==> config.mk <==
export PLATFORM = sky130hd
export DESIGN_NAME = irq_pending_latch_flat
export DESIGN_NICKNAME = d
export VERILOG_FILES = /design/src/rtl/irq_pending_latch_if.sv /design/src/rtl/irq_pending_latch.sv /design/src/flat_wrapper.sv
export SDC_FILE = /design/constraint.sdc
export NUM_CORES = 1
export LEC_CHECK = 0
export ABC_AREA = 1
export BUFFER_PORTS_ARGS = -buffer_cell sky130_fd_sc_hd__buf_2
export CAP_MARGIN = 5
export CORE_MARGIN = 2
export CORE_UTILIZATION = 25
export DETAILED_ROUTE_END_ITERATION = 10
export HOLD_SLACK_MARGIN = 0.06
export SLEW_MARGIN = 20
export SYNTH_ARGS = -nofsm -noshare
export SYNTH_HDL_FRONTEND = slang
export SYNTH_SLANG_ARGS = --single-unit
==> constraint.sdc <==
create_clock -name clk -period 1.05 [get_ports clk]
set_input_delay 0.21 -clock clk [delete_from_list [all_inputs] [get_ports clk]]
set_output_delay 0.21 -clock clk [all_outputs]
set_load 0.02 [all_outputs]
==> src/rtl/irq_pending_latch_if.sv <==
// rtl/irq_pending_latch_if.sv - request/mask/ack bus between the IRQ pending latch and its consumer
interface irq_pending_latch_if;
    logic [7:0] req_in;
    logic [7:0] mask;
    logic [7:0] Y;
    logic       irq;
    logic       ack;
    logic [2:0] ack_id;
    logic [3:0] overrun_cnt;

    modport master (
        output req_in, mask, ack, ack_id,
        input  Y, irq, overrun_cnt
    );

    modport slave (
        input  req_in, mask, ack, ack_id,
        output Y, irq, overrun_cnt
    );
endinterface

==> src/rtl/irq_pending_latch.sv <==
// rtl/irq_pending_latch.sv - pending-interrupt latch with masking, ack handshake and overrun counter
// IRQ_EDGE_DETECT_EN selects rising-edge capture with overrun counting; undefined gives level capture.
module irq_pending_latch (
    input  logic                 clk,
    input  logic                 rst,
    irq_pending_latch_if.slave   bus
);
    typedef enum logic [1:0] {
        S_IDLE    = 2'd0,
        S_ACTIVE  = 2'd1,
        S_HOLDOFF = 2'd2
    } state_t;

    state_t     r_state;
    state_t     w_state_next;
    logic [7:0] r_pending;
    logic [7:0] w_pending_next;
    logic [7:0] w_y;
    logic [7:0] w_set;
    logic [7:0] w_clr;
    logic       w_overrun;
    logic       r_irq;
    logic [3:0] r_overrun_cnt;

    assign w_y   = r_pending & ~bus.mask;
    assign w_clr = (r_state == S_ACTIVE && bus.ack) ? (8'd1 << bus.ack_id) : 8'd0;

`ifdef IRQ_EDGE_DETECT_EN
    logic [7:0] r_req_q;

    // Loaded during reset as well, so lines held high through reset raise no event.
    always_ff @(posedge clk) begin
        r_req_q <= bus.req_in;
    end

    assign w_set     = bus.req_in & ~r_req_q;
    assign w_overrun = |(w_set & r_pending & ~w_clr);
`else
    assign w_set     = bus.req_in;
    assign w_overrun = 1'b0;
`endif

    // Set wins over an ack-clear on the same bit.
    assign w_pending_next = (r_pending & ~w_clr) | w_set;

    always_comb begin
        w_state_next = r_state;
        case (r_state)
            S_IDLE: begin
                if (w_y != 8'd0) begin
                    w_state_next = S_ACTIVE;
                end
            end
            S_ACTIVE: begin
                if (bus.ack) begin
                    w_state_next = S_HOLDOFF;
                end else if (w_y == 8'd0) begin
                    w_state_next = S_IDLE;
                end
            end
            S_HOLDOFF: begin
                w_state_next = S_IDLE;
            end
            default: begin
                w_state_next = S_IDLE;
            end
        endcase
    end

    always_ff @(posedge clk) begin
        if (rst) begin
            r_pending     <= 8'd0;
            r_overrun_cnt <= 4'd0;
            r_state       <= S_IDLE;
            r_irq         <= 1'b0;
        end else begin
            r_pending <= w_pending_next;
            r_state   <= w_state_next;
            r_irq     <= (w_state_next == S_ACTIVE);
            if (w_overrun && r_overrun_cnt != 4'd15) begin
                r_overrun_cnt <= r_overrun_cnt + 4'd1;
            end
        end
    end

    assign bus.Y           = w_y;
    assign bus.irq         = r_irq;
    assign bus.overrun_cnt = r_overrun_cnt;
endmodule

==> src/flat_wrapper.sv <==
// flat-port wrapper written by rule: the top's interface ports become plain ports
module irq_pending_latch_flat 
  (clk, rst, bus_req_in, bus_mask, bus_ack, bus_ack_id, bus_Y, bus_irq, bus_overrun_cnt);
  irq_pending_latch_if bus_i ();
  input  logic clk;
  input  logic rst;
  input wire logic [$bits(bus_i.req_in)-1:0] bus_req_in;
  input wire logic [$bits(bus_i.mask)-1:0] bus_mask;
  input wire logic [$bits(bus_i.ack)-1:0] bus_ack;
  input wire logic [$bits(bus_i.ack_id)-1:0] bus_ack_id;
  output wire logic [$bits(bus_i.Y)-1:0] bus_Y;
  output wire logic [$bits(bus_i.irq)-1:0] bus_irq;
  output wire logic [$bits(bus_i.overrun_cnt)-1:0] bus_overrun_cnt;
  assign bus_i.req_in = bus_req_in;
  assign bus_i.mask = bus_mask;
  assign bus_i.ack = bus_ack;
  assign bus_i.ack_id = bus_ack_id;
  assign bus_Y = bus_i.Y;
  assign bus_irq = bus_i.irq;
  assign bus_overrun_cnt = bus_i.overrun_cnt;
  irq_pending_latch u_core (.clk(clk), .rst(rst), .bus(bus_i));
endmodule
==> impl_metrics.json <==
{
  "fin_tns_setup_ps": -15.3,
  "hold_viol_final": 0,
  "setup_ws_ps": -10.6,
  "ys_types": 12,
  "regArea_um2": 230,
  "rsz0062_at_grt": "true",
  "hold_class": "input pin to flop",
  "worstPathArrival_ps": 850,
  "antenna_found_initial": 0,
  "setup_violations": 2,
  "coreArea_um2": 2230,
  "start_kind": "flop",
  "tritoncts": "done",
  "yosys_warnings": 0,
  "dieArea_um2": 2790,
  "yosysSeqAreaShare_pct": 37.0,
  "overflow": 0,
  "fin_crit_sh_pct": 101,
  "post-place-cells": 155,
  "synth-seq-cells": 11,
  "hold_buffers": 0,
  "root_buffer": "clkbuf_4",
  "ios": 35,
  "worstPathRequired_ps": 840,
  "holdWs_ps": 151,
  "final_common_cell": "buf_2",
  "slew_violations": 0,
  "most-common-layout-cells": "buf_2 (22), nand2_1 (20), inv_1 (17), nor2_1 (13), a21oi_1 (10)",
  "drc": 0,
  "drive_gt1_share_pct": 45.9,
  "grt_pass1_vias": 584,
  "clock_latency_ps": 270,
  "post_drt_wl_per_cell_um": 8.72,
  "cts_made_buffers": 3,
  "fp-row-count": 17,
  "drtAntennaViolNets": 0,
  "die_y_um": 52.8,
  "period_minus_slack_ps": 1060,
  "detail_route.first_pass.iterations": 4,
  "avgSynthCellArea_um2": 6.02,
  "clock_sinks": 11,
  "skew_ps": 0.925,
  "grtUsageTotal_pct": 11.1,
  "grt_max_degree": 11,
  "status": "complete, but fails checks",
  "post-place-ws_ps": 117,
  "fin_nets": 158,
  "initial_core_util_pct": 26.7,
  "n_antenna_cell": 0,
  "die_x_um": 52.8,
  "fillers": 263,
  "wirelength_um": 1420,
  "vdd_drop_max_uv": 640,
  "dr.first_iter.drc_count": 5,
  "synthToLayoutAreaGrowth_pct": 48.3,
  "multiInputGateArea_um2": 275,
  "fmax_mhz": 943,
  "htreeDepth": 1,
  "vias": 652,
  "via_per_inst": 4.00,
  "gp_congestion": 0.707,
  "clockBufferDepth": 2,
  "path_max_fanout": 2,
  "clk_pin_slew_worst_paths_ps": 70,
  "hpwl_um": 1060,
  "powerDensity_nw_per_um2": 1150,
  "syn-cell-area_um2": 596,
  "synth_cells": 99,
  "endpoint_kind": "output pin",
  "path_class": "flop to output pin",
  "final_cells": 163,
  "violations": "negative setup slack",
  "cap_violations": 0,
  "io_buffer_count": 30,
  "grt_pass1_wl_um": 2240,
  "p_leak_nw": 0.516
}
## cell type report
class | count | area share [%]
Multi-Input combinational cell | 61 | 31.2
Tap cell | 28 | 3.97
Clock buffer | 4 | 2.97
Sequential cell | 11 | 26.1
Inverter | 25 | 10.6
Timing Repair Buffer | 34 | 25.2
## final timing paths
path / from / endpoint / slack, ps / cells past startpoint
worst min register to register: u_core.r_pending[5]$_SDFF_PP0_ / u_core.r_pending[5]$_SDFF_PP0_ / 470 / 2
worst max-delay path: u_core.r_pending[6]$_SDFF_PP0_ / bus_Y[6] / -10 / 3
worst min-delay path: bus_req_in[3] / u_core.r_pending[3]$_SDFF_PP0_ / 150 / 3
worst max register to register: u_core.r_state[0]$_SDFF_PP0_ / u_core.r_pending[3]$_SDFF_PP0_ / 120 / 5
## metrics by stage
step	util [%]	area (um2)	total power [mW]
after floorplan	-	607	0.617
final	39.6	883	1.02
after detailed placement	33.9	757	0.687
after global placement	33.9	757	0.682
after global routing	39.6	883	1.09
after CTS	38.3	856	1.02
## timing repair
action                                  in CTS  in global routing
cloned                                       0                  0
gates resized for setup                     32                  5
endpoints found under the hold margin        0                  0
endpoints found under the setup margin       8                  8
setup buffers                                1                  3
pin swaps                                    0                  6
## cell usage after synthesis (all sizes together)
cell / n / area, um2
buf: 5 / 35.0
a21oi: 10 / 50.1
conb: 1 / 3.75
nand2: 27 / 104
nor2: 15 / 63.8
dfxtp: 11 / 220
nand3: 2 / 10.0
o21ai: 3 / 15.0
inv: 25 / 93.8
## layer usage
layer	track usage (%)	part of all wire [%]
met2	17.7	46
met5	0	0
met4	6.41	0.49
met1	13.1	46
met3	3.14	7.7
## power breakdown
group	internal, mW	total [mW]	switching [mW]
Clock	0.147	0.292	0.145
Sequential	0.455	0.476	0.0206
Combinational	0.110	0.251	0.141
Total	0.712	1.02	0.306
## worst max-delay path, cell delays in order, from the launching register on
cell     delay (ps)
dfxtp_2         330
inv_2            30
nor2_1           70
buf_4           140
## sequential cells by signal (all words and copies together), names as in the netlist
signal / flops
u_core.r_pending: 8
u_core.r_state: 2
u_core.bus.irq: 1
## cells by family (layout without fill, tap and decap cells)
kind of cell,count (synthesis),after routing,synth area share (%)
other,1,4,0.630
buffers and inverters,30,63,21.6
AO/OA/AOI/OAI,13,13,10.9
flip-flops,11,11,37.0
AND/OR/NAND/NOR,44,44,29.8
Note: power is estimated with default switching activity, not from simulation.
